<file path="src/rtl/digit_serial_addsub.sv">
// Multi-cycle adder/subtractor: WIDTH-bit operands are summed CHUNK bits per clock,
// with the inter-chunk carry held in a register and valid/ready handshakes on both sides.

module dsas_chunk_add #(
  parameter int W = 8
) (
  input  logic [W-1:0] i_a,
  input  logic [W-1:0] i_b,
  input  logic         i_ci,
  output logic [W-1:0] o_s,
  output logic         o_co,
  output logic         o_cmsb
);
  assign {o_co, o_s} = {1'b0, i_a} + {1'b0, i_b} + {{W{1'b0}}, i_ci};
  // carry into the top bit recovered from the sum bit, feeds the overflow flag
  assign o_cmsb = i_a[W-1] ^ i_b[W-1] ^ o_s[W-1];
endmodule

module digit_serial_addsub #(
  parameter int WIDTH = 32,
  parameter int CHUNK = 8
) (
  input  logic             i_clk,
  input  logic             i_rst_n,
  input  logic             i_in_valid,
  output logic             o_in_ready,
  input  logic [WIDTH-1:0] i_a,
  input  logic [WIDTH-1:0] i_b,
  input  logic             i_c0,
  input  logic             i_sub,
  output logic             o_out_valid,
  input  logic             i_out_ready,
  output logic [WIDTH-1:0] o_s,
  output logic             o_c,
  output logic             o_ovf
);
  localparam int NCHUNK = WIDTH / CHUNK;
  localparam int CNT_W  = $clog2(NCHUNK) + 1;

  generate
    if (WIDTH < 1 || CHUNK < 1 || (WIDTH % CHUNK) != 0) begin : g_bad_param
      $error("digit_serial_addsub: WIDTH must be a positive multiple of CHUNK");
    end
  endgenerate

  typedef enum logic [1:0] {S_IDLE, S_BUSY, S_DONE} state_t;

  state_t             r_state, w_next;
  logic [CNT_W-1:0]   r_cnt;
  logic [WIDTH-1:0]   r_a, r_b, r_s;
  logic               r_cy, r_c, r_ovf;

  logic [CHUNK-1:0]   w_ca, w_cb, w_sum;
  logic               w_co, w_cmsb, w_last;

  assign w_ca   = CHUNK'(r_a >> (r_cnt * CHUNK));
  assign w_cb   = CHUNK'(r_b >> (r_cnt * CHUNK));
  assign w_last = (r_cnt == CNT_W'(NCHUNK - 1));

  dsas_chunk_add #(.W(CHUNK)) u_add (
    .i_a    (w_ca),
    .i_b    (w_cb),
    .i_ci   (r_cy),
    .o_s    (w_sum),
    .o_co   (w_co),
    .o_cmsb (w_cmsb)
  );

  always_ff @(posedge i_clk or negedge i_rst_n) begin
    if (!i_rst_n) r_state <= S_IDLE;
    else          r_state <= w_next;
  end

  always_comb begin
    w_next      = r_state;
    o_in_ready  = 1'b0;
    o_out_valid = 1'b0;
    case (r_state)
      S_IDLE: begin
        o_in_ready = 1'b1;
        if (i_in_valid) w_next = S_BUSY;
      end
      S_BUSY: if (w_last) w_next = S_DONE;
      S_DONE: begin
        o_out_valid = 1'b1;
        if (i_out_ready) w_next = S_IDLE;
      end
      default: w_next = S_IDLE;
    endcase
  end

  // subtract is folded in at accept time: a + ~b + ~c0
  always_ff @(posedge i_clk or negedge i_rst_n) begin
    if (!i_rst_n) begin
      r_cnt <= '0;
      r_a   <= '0;
      r_b   <= '0;
      r_s   <= '0;
      r_cy  <= 1'b0;
      r_c   <= 1'b0;
      r_ovf <= 1'b0;
    end else begin
      case (r_state)
        S_IDLE: if (i_in_valid) begin
          r_a   <= i_a;
          r_b   <= i_b ^ {WIDTH{i_sub}};
          r_cy  <= i_c0 ^ i_sub;
          r_s   <= '0;
          r_c   <= 1'b0;
          r_ovf <= 1'b0;
          r_cnt <= '0;
        end
        S_BUSY: begin
          r_s[r_cnt*CHUNK +: CHUNK] <= w_sum;
          r_cy  <= w_co;
          r_cnt <= r_cnt + CNT_W'(1);
          if (w_last) begin
            r_c   <= w_co;
            r_ovf <= w_cmsb ^ w_co;
          end
        end
        default: ;
      endcase
    end
  end

  assign o_s   = r_s;
  assign o_c   = r_c;
  assign o_ovf = r_ovf;
endmodule

</file>
<file path="config.mk">
export PLATFORM = sky130hd
export DESIGN_NAME = digit_serial_addsub
export DESIGN_NICKNAME = d
export VERILOG_FILES = /design/src/rtl/digit_serial_addsub.sv
export SDC_FILE = /design/constraint.sdc
export NUM_CORES = 1
export LEC_CHECK = 0
export CORE_MARGIN = 2
export CORE_UTILIZATION = 30
export DETAILED_ROUTE_END_ITERATION = 12
export GPL_TIMING_DRIVEN = 1
export MAX_ROUTING_LAYER = met4
export PLACE_DENSITY_LB_ADDON = 0.15
export SYNTH_ARGS = -nofsm -noshare
export SYNTH_HDL_FRONTEND = slang
export SYNTH_SLANG_ARGS = --single-unit
</file>
<file path="constraint.sdc">
create_clock -name i_clk -period 4.2 [get_ports i_clk]
set_clock_uncertainty 0.05 [all_clocks]
set_input_delay 0.84 -clock i_clk [delete_from_list [all_inputs] [get_ports i_clk]]
set_output_delay 0.84 -clock i_clk [all_outputs]
set_load 0.02 [all_outputs]
</file>
=== Word level (Yosys, flattened, before mapping) ===
Cells that the tools add are included.

* Shifts and indexed selects: 4
* Reduce and logical (&&, ||, !) cells: 6
* Bitwise gates (word level): 5
* Add/sub/neg operators: 4
* Muxes and demuxes: 18
* Equality and inequality tests: 6

{| class="wikitable"
|+ Operator list
! kind !! number
|-
| one-hot mux 32 bit (2 select lines) || 1
|-
| right shift 32 x 6 -> 8 bit || 2
|-
| negator 6 -> 34 bit || 1
|-
| variable shift 8 x 34 -> 32 bit, first input constant || 1
|-
| indexed part select 8 x 34 -> 32 bit || 1
|-
| bitwise mux 32 bit || 1
|-
| two-way mux 32 bit || 1
|-
| XOR 32 bit || 1
|-
| adder 8 x 8 -> 9 bit || 1
|-
| adder 9 x 1 -> 9 bit || 1
|-
| two-way mux 1 bit || 6
|-
| two-way mux 2 bit || 3
|-
| inequality test 2 bit, second input constant || 3
|-
| one-hot mux 1 bit (2 select lines) || 3
|-
| one-hot mux 2 bit (3 select lines) || 1
|-
| one-hot mux 3 bit (2 select lines) || 1
|-
| AND reduction 3 bit || 2
|-
| AND reduction 2 bit || 2
|-
| XOR 1 bit || 4
|-
| adder 3 x 1 -> 3 bit, second input constant || 1
|-
| equality test 3 x 2 -> 1 bit, second input constant || 1
|-
| two-way mux 3 bit || 1
|-
| equality test 2 x 1 -> 1 bit, second input constant || 1
|-
| equality test 2 bit, second input constant || 1
|-
| other kinds (2) || 2
|}

* Bits in registers: 104
* Logic and storage cells: 51
* Bits of input ports: 70
* Output and inout port bits: 36

=== Logic depth before layout (Yosys ltp) ===
* Depth in word-level cells: 7
* Gate-level depth with buffers: 10
* Mapped depth without buffers: 9

=== By module ===
A second synthesis with hierarchy kept.

* Cell total of the unflattened synthesis: 490
* Area total of the unflattened synthesis: 5136.2 µm²

{| class="wikitable"
|+ By module, submodules not included
! module !! cells each !! instances !! seq. area each (µm²) !! area an instance (µm²)
|-
| digit_serial_addsub || 447 || 1 || 2602.5 || 4772.1
|-
| dsas_chunk_add || 43 || 1 || 0.0 || 364.1
|}

=== Worst setup path before layout ===
No wires, ideal clock.

* Path kind: reg2reg
* Start: register r_cnt[0]
* End: register r_s[14], in the netlist o_s[14]
* Setup slack: 795 ps
* Arrival time: 3216 ps
* Path buffers: 1
* Stages on the path, launching flop included: 11
* Library setup time: 139 ps
* Period minus slack after synthesis: 3405 ps
* Data required time: 4011 ps
* Cell sequence: dfrtp_1 -> buf_2 -> mux4_2 -> and2_1 -> fa_1 -> fa_1 -> a211oi_1 -> o21bai_1 -> a21oi_1 -> xor2_1 -> o21ai_0

* Longest elaborated chain between the ends: 6
* Elaborated cells between the ends (all ways): 9
* Those cells by class: add/sub (3); shift (4); mux (2)

{| class="wikitable"
|+ RTL lines
! item !! RTL line !! RTL
|-
| start: declaration || 49 || <nowiki>logic [CNT_W-1:0] r_cnt;</nowiki>
|-
| start signal: assignment || 116 || <nowiki>r_cnt <= r_cnt + CNT_W'(1);</nowiki>
|-
| right shift 32 x 6 -> 8 bit (on tied branches) || 56, 57 ||
|-
| adder 8 x 8 -> 9 bit || 14 || <nowiki>assign {o_co, o_s} = {1'b0, i_a} + {1'b0, i_b} + {{W{1'b0}}, i_ci};</nowiki>
|-
| adder 9 x 1 -> 9 bit || 14 ||
|-
| indexed part select 8 x 34 -> 32 bit || 114 || <nowiki>r_s[r_cnt*CHUNK +: CHUNK] <= w_sum;</nowiki>
|-
| bitwise mux 32 bit (*) || 114 ||
|-
| one-hot mux 32 bit (2 select lines) (*) || 103 || <nowiki>case (r_state)</nowiki>
|-
| end signal: indexed assignment || 114 ||
|-
| end: declaration || 50 || <nowiki>logic [WIDTH-1:0] r_a, r_b, r_s;</nowiki>
|}

Mark *: on every way between the ends. The rest lies on a longest branch, timed or not.
A chain may end at the register's enable or synchronous reset.

=== Worst setup path after layout ===
* Start: register r_cnt[1]
* End: register r_s[14], in the netlist o_s[14]

Same word-level chain as after synthesis.

==> flow_summary.toml <==
[outcome]
status = "completed"

[clocking]
cts.repair_timing.setup_buffer_count = 0
cts-resized-gates = 0
cts_max_level = 3
cts_tree = "yes"
clk_path_buf_depth = 2
holdBufCountCts = 0
clock_latency_ns = 0.35
cts-buffers-inserted = 9
clk_pin_slew_worst_paths_ns = 0.07
clockRootBuffer = "sky130_fd_sc_hd__clkbuf_16"
cts.sink_count = 104

[logic_synthesis]
post_synth_instance_area_mm2 = 0.00524
asyncSetResetFlopFracSynth_pct = 100
synth.area.top_cells = "sky130_fd_sc_hd__dfrtp_1 50%, sky130_fd_sc_hd__nand2_1 11%, sky130_fd_sc_hd__mux4_2 6.9%"
syn_avg_cell_area_um2 = 10.3
synth_edf_count = 0
synth_common_cells = "149 x sky130_fd_sc_hd__nand2_1, 104 x sky130_fd_sc_hd__dfrtp_1, 49 x sky130_fd_sc_hd__o21ai_0"
synth_seq_area_share_pct = 49.7
synth_cells = 510
synth_seq_cells = 104
post-synth-top-count-cell = "sky130_fd_sc_hd__nand2_1"
ys.warnings.count = 0
synthesis.nets = 593
synthDominantAreaCellType = "sky130_fd_sc_hd__dfrtp_1"
synth-main-ff-cell = "sky130_fd_sc_hd__dfrtp_1"
synth_largest_type_area_fraction_pct = 49.7
synthDistinctLibCells = 40

[setup_path]
cp.arrival_ns = 3.69
critPathRequiredTime_ns = 4.37
crit_path_max_fanout = 11
worst-setup-path-type = "reg -> reg"
setup.worst_path.start_class = "flop"
worst_setup_path_end_kind = "flop"

[placed_design]
placement.io_buffers = 105
gp_congestion = 0.748
dp_cells = 814
dpl.hpwl_um = 9110

[drt]
drt_wl_total_um = 12200
number_of_nets_still_failing_antenna_checks_after_routing = 0
detailroute.via_count = 3744
drt_pass1_iterations = 4
via_per_inst = 4.52
route.detailed.drc = 0
drt_iter0_markers = 146
avgRoutedWirePerCell_um = 14.7

[grt]
wire_length_of_the_first_global_routing_pass_um = 20200
globalRouteTotalUtil_pct = 14.6
first_global_vias = 3980
antenna_found_initial = 0
grt_max_degree = 119
overall_overflow_remaining_after_global_route = 0

[floorplanning]
die-area_mm2 = 0.0185
initial_utilization_pct = 30.5
core_region_area_mm2 = 0.0172
core.rowCount = 48
die_h_um = 136
fp.dieW_um = 136
floorplan.io_pins = 106

[pwr]
clkPwrFrac_pct = 15.4
net-switching-power_mw = 2.21
power.leakage_nw = 2.96
power_frac_seq_pct = 32.6
netSwitchingFraction_pct = 42.6
power.ir.vdd_worst_uv = 268
combinationalPowerShare_pct = 52.0
internal_power_mw = 2.98
pwr_density_cell_mw_per_mm2 = 773

[sta]
hold_viol_final = 0
max_clock_freq_mhz = 284
grt_setup_unrepaired = "no"
setup-tns-final_ns = 0
setup-violations-final = 0
worst_slew_pin_slew_ns = 1.18
min_clock_period_post_route_ns = 3.52
relSlewSlack_pct = 21.2
layout_worst_path_cycle_share_pct = 83.8
slew_violations = 0

[layout]
drive_gt1_share_pct = 11.3
finish.net_count = 683
antenna-diode-count = 0
number_of_standard_cells_in_the_layout_taps_in_and_fillers_out = 829
fillerInstances = 1765
synthesis_to_finish_area_growth_pct = 28.1

[flow_run]
number_of_violations_of_the_max_capacitance_limit = 0

[hold_path]
hold_path.class = "reg -> reg"
-- sequential cells by signal, summed over array words and instances, names as in the netlist --
signal	cells
o_c	1
r_cy	1
r_a	32
r_state	2
r_cnt	3
o_s	32
o_ovf	1
r_b	32
-- power groups by stage --
| stage | combinational [mW] | clock (mW) | sequential, mW |
|---|---|---|---|
| 2_1_floorplan | 1.86 | 0 | 1.72 |
| 3_3_place_gp | 2.73 | 0 | 1.71 |
| 3_5_place_dp | 2.75 | 0 | 1.72 |
| 4_1_cts | 2.77 | 0.822 | 1.70 |
| 5_1_grt | 3.01 | 0.864 | 1.75 |
| 6_report | 2.69 | 0.797 | 1.69 |
-- area by class of cell --
class | count | area (um^2) | share of cell area, %
Clock inverter | 2 | 13.8 | 0.205
Inverter | 4 | 15.0 | 0.224
Tap cell | 225 | 282 | 4.20
Sequential cell | 104 | 2600 | 38.8
Multi-Input combinational cell | 369 | 2440 | 36.3
Clock buffer | 13 | 260 | 3.88
Timing Repair Buffer | 112 | 1100 | 16.3
-- kinds of logic (layout without fill, tap and decap cells) --
logic type / count (synthesis) / count (layout) / synth area share [%]
adders and majority gates: 13 / 13 / 3.39
DFF: 104 / 104 / 49.7
AOI/OAI and AO/OA: 84 / 84 / 9.46
muxes: 16 / 16 / 6.88
and+or+nand+nor: 216 / 216 / 20.0
buffers and inverters: 37 / 131 / 3.89
xor gates and xnor gates: 40 / 40 / 6.69
-- per-stage QoR --
step | setup slack [ns] | hold slack (ns) | utilization, % | power (mW) | area [um^2]
final | 0.682 | 0.421 | 39.0 | 5.18 | 6710
after global routing | 0.366 | 0.453 | 39.0 | 5.62 | 6710
after CTS | 0.620 | 0.425 | 39.0 | 5.29 | 6710
after detailed placement | 0.643 | 0.408 | 37.4 | 4.47 | 6430
after global placement | 0.727 | 0.406 | 37.4 | 4.43 | 6430
after floorplan | 0.795 | 0.390 | - | 3.58 | 5240
-- layer usage --
layer  GRT usage [%]  vias to the layer above  share of wire, %
li1                -                     1888                 -
met1            19.1                     1762                47
met2            22.8                       78                48
met3            2.57                       16               3.5
met4            5.09                        0               1.7
met5               -                        -                 0
-- final timing paths --
kind                               start      end  slack (ns)  cells after the start
max in group asynchronous        i_rst_n  r_a[15]        2.75                      2
min in group asynchronous        i_rst_n  o_s[18]        0.53                      1
worst min-delay path              r_a[2]   r_a[2]        0.42                      2
worst min register to register    r_a[2]   r_a[2]        0.42                      2
worst max-delay path            r_cnt[1]  o_s[14]        0.68                      9
worst max register to register  r_cnt[1]  o_s[14]        0.68                      9
-- cell usage in the layout (no fill, tap or decap), types with 5 or more instances in the layout --
cell type / netlist / final
sky130_fd_sc_hd__o21ai_1: 8 / 8
sky130_fd_sc_hd__buf_4: 0 / 8
sky130_fd_sc_hd__nand3_1: 28 / 28
sky130_fd_sc_hd__nand2_1: 149 / 148
sky130_fd_sc_hd__nand3_2: 9 / 9
sky130_fd_sc_hd__ha_1: 11 / 11
sky130_fd_sc_hd__clkbuf_16: 0 / 9
sky130_fd_sc_hd__xnor2_1: 37 / 37
sky130_fd_sc_hd__clkdlybuf4s50_1: 0 / 103
sky130_fd_sc_hd__and2_1: 17 / 17
sky130_fd_sc_hd__o21ai_0: 49 / 49
sky130_fd_sc_hd__dfrtp_1: 104 / 104
sky130_fd_sc_hd__mux4_2: 16 / 16
sky130_fd_sc_hd__o21ai_2: 11 / 11
sky130_fd_sc_hd__a21oi_1: 5 / 5
-- worst max-delay path, cell delays in order (launching register included) --
cell                       delay, ns
sky130_fd_sc_hd__dfrtp_1        0.63
sky130_fd_sc_hd__mux4_2         0.37
sky130_fd_sc_hd__and2_1         0.19
sky130_fd_sc_hd__fa_1           0.43
sky130_fd_sc_hd__fa_1           0.43
sky130_fd_sc_hd__a211oi_1       0.36
sky130_fd_sc_hd__o21bai_1       0.12
sky130_fd_sc_hd__a21oi_1        0.19
sky130_fd_sc_hd__xor2_1         0.45
sky130_fd_sc_hd__o21ai_0        0.16
No activity file was read; power rests on OpenSTA's default activity.
==> RTL change, RTL diff (same settings) <==
The 3 states of `state_t` get a one-hot encoding in 3 bits.
--- a/src/rtl/digit_serial_addsub.sv
+++ b/src/rtl/digit_serial_addsub.sv
@@ -44,5 +44,5 @@
   endgenerate
 
-  typedef enum logic [1:0] {S_IDLE, S_BUSY, S_DONE} state_t;
+  typedef enum logic [2:0] {S_IDLE = 3'b001, S_BUSY = 3'b010, S_DONE = 3'b100} state_t;
 
   state_t             r_state, w_next;
Formal check against the unedited RTL: same outputs for any inputs over 10 cycles, from zero or initial values and one cycle with i_rst_n low; not proved beyond that.
==> RTL change against the unedited design <==
Synthesized area fell by 1.7%; wire length rose by 1.8%; die area fell by 1.7%; sequential share of layout area rose by 0.32 points; synthesized cell count rose by 0.78%; cell area rose by 0.19%; power fell by 4.3%; combinational power fell by 10%; worst setup slack improved by 0.089 ns; first-iteration DRC count rose by 58%; sequential power fell by 7%; count of clock-buffer cells in the layout fell by 3; sequential cell count rose by 1.
==> RTL change: results (changes against the unedited design) <==
stage;metric;value;unit;change
power;p_leak;0.00293;uW;-0.80%
logic_synthesis;synth_nets;597;;+0.67%
global_route;grt_pass1_wl;20.8;mm;+3.0%
power;peakVddDrop;0.393;mV;+46%
final_layout;drive_gt1_share;7.88;%;-3.4 points
worst_setup_path;cp_top_family;adder cells;;
global_route;grt_max_degree;98;;-18%
detailed_routing;drtIter0Drc;230;;+58%
clock_tree;cts-root-buf;clkbuf_16;;
clock_tree;clockBufferDepth;2;;unchanged
clock_tree;cts_htree_levels;3;;unchanged
clock_tree;clk_pin_slew;0.07;ns;about the same
logic_synthesis;synth_common_cells;148 x nand2_1, 104 x dfrtp_1, 62 x o21ai_0, 37 x xnor2_1, 30 x nand3_1;;
logic_synthesis;netlist-cell-type-count;41;;+2.5%
clock_tree;insertion_delay;0.35;ns;about the same
worst_setup_path;slowest_delay;0.51;ns;-0.12 ns
placed_design;gp_congestion;0.830;;+11%
timing;worstMarginPinSlew;1.05;ns;-0.129 ns
worst_setup_path;crit_arrival;3.61;ns;-0.08 ns
clock_tree;postCtsSetupBuffers;0;;unchanged
worst_setup_path;critPathSlowestCell;mux4_2;;
final_layout;finalNetCount;687;;+0.59%
placed_design;numPortBuffers;105;;unchanged
global_route;grt_pass1_vias;3925;;-1.4%
detailed_routing;firstDrtPassIters;4;;unchanged
global_route;grt.total_usage;15.2;%;+0.63 points
min_path;hold_class;flip-flop to flip-flop;;
logic_synthesis;async_flop_share;100;%;unchanged
logic_synthesis;seq_area_frac_synth;51.1;%;+1.4 points
clock_tree;numCtsBuffers;9;;unchanged
detailed_routing;vias_per_cell;4.64;;+2.6%
logic_synthesis;synth_edf_count;0;;unchanged
placed_design;hpwl;9.18;mm;+0.73%
logic_synthesis;ys_top_cells_by_area;dfrtp_1 51%, nand2_1 11%, mux4_2 7.0%;;
detailed_routing;drt-total-wl;12.4;mm;+1.8%
clock_tree;cts.repair.resized;0;;unchanged
power;sw_frac_of_total;39.7;%;-2.9 points
worst_setup_path;cp_max_fo;11;;unchanged
outcome;status;completed;;
RTL change: cell count changes in the layout (fill, tap and decap cells not counted), sizes merged, moves of 2 or more:
cell | before | now
nor4b | 0 | 2
nand3 | 38 | 30
mux2i | 0 | 4
clkbuf | 13 | 10
and3 | 0 | 2
clkinv | 1 | 3
bufinv | 0 | 3
a31o | 0 | 2
nor3b | 1 | 3
RTL change: final cells by class:
type,count,area (sq um)
clock buffer,10,239
tap,220,275
sequential,105,2630
fill,1671,9980
inverter,6,22.5
timing repair buffer,112,1100
multi-input combinational,370,2350
clock inverter,6,105
RTL change: kinds of logic after synthesis:
kind of cell	after synthesis	share of synthesized area (%)
mux	21	8.00
flops	105	51.1
fa+ha+maj	13	3.45
xor+xnor	40	6.81
simple gates	211	18.2
compound gates	85	9.07
buf+inv	39	3.36
RTL change: worst min-delay path: stages (launching register included):
cell and delay [ns]:
dfrtp_1 0.34, nand2_1 0.05, nand2_1 0.05
RTL change: worst paths after layout:
| check | startpoint | to | slack, ns | cells past startpoint |
|---|---|---|---|---|
| worst max-delay path | r_cnt[0]$_DFFE_PN0P_ | o_ovf$_DFFE_PN0P_ | 0.77 | 10 |
| max in group asynchronous | i_rst_n | r_state[0]$_DFFE_PN1P_ | 2.52 | 2 |
| min in group asynchronous | i_rst_n | o_s[10]$_DFFE_PN0P_ | 0.62 | 1 |
| worst min register to register | r_a[21]$_DFFE_PN0P_ | r_a[21]$_DFFE_PN0P_ | 0.42 | 2 |
| worst max register to register | r_cnt[0]$_DFFE_PN0P_ | o_ovf$_DFFE_PN0P_ | 0.77 | 10 |
| worst min-delay path | r_a[21]$_DFFE_PN0P_ | r_a[21]$_DFFE_PN0P_ | 0.42 | 2 |
RTL change: power groups by stage:
stage | clock network (uW) | logic [uW] | registers (uW)
after global placement | 0 | 2390 | 1590
after CTS | 991 | 2440 | 1580
after detailed placement | 0 | 2430 | 1600
final | 960 | 2420 | 1580
after floorplan | 0 | 1720 | 1560
after global routing | 1030 | 2690 | 1630
RTL change: routing by layer:
metal | wire length (microns) | track usage, % | up-vias
met1 | 5900 | 20.6 | 1847
li1 | - | - | 1904
met5 | 0 | - | -
met4 | 176 | 5.21 | 0
met3 | 482 | 2.59 | 10
met2 | 5880 | 23.2 | 82
RTL change: metrics by stage:
step                worst slack, ns  std cells  area (sq um)  hold slack (ns)
global placement              0.784        813          6370            0.407
global route                  0.533        829          6720            0.443
detailed placement            0.738        813          6370            0.410
CTS                           0.725        829          6720            0.426
finish                        0.771        829          6720            0.422
floorplan                     0.932        514          5150            0.390
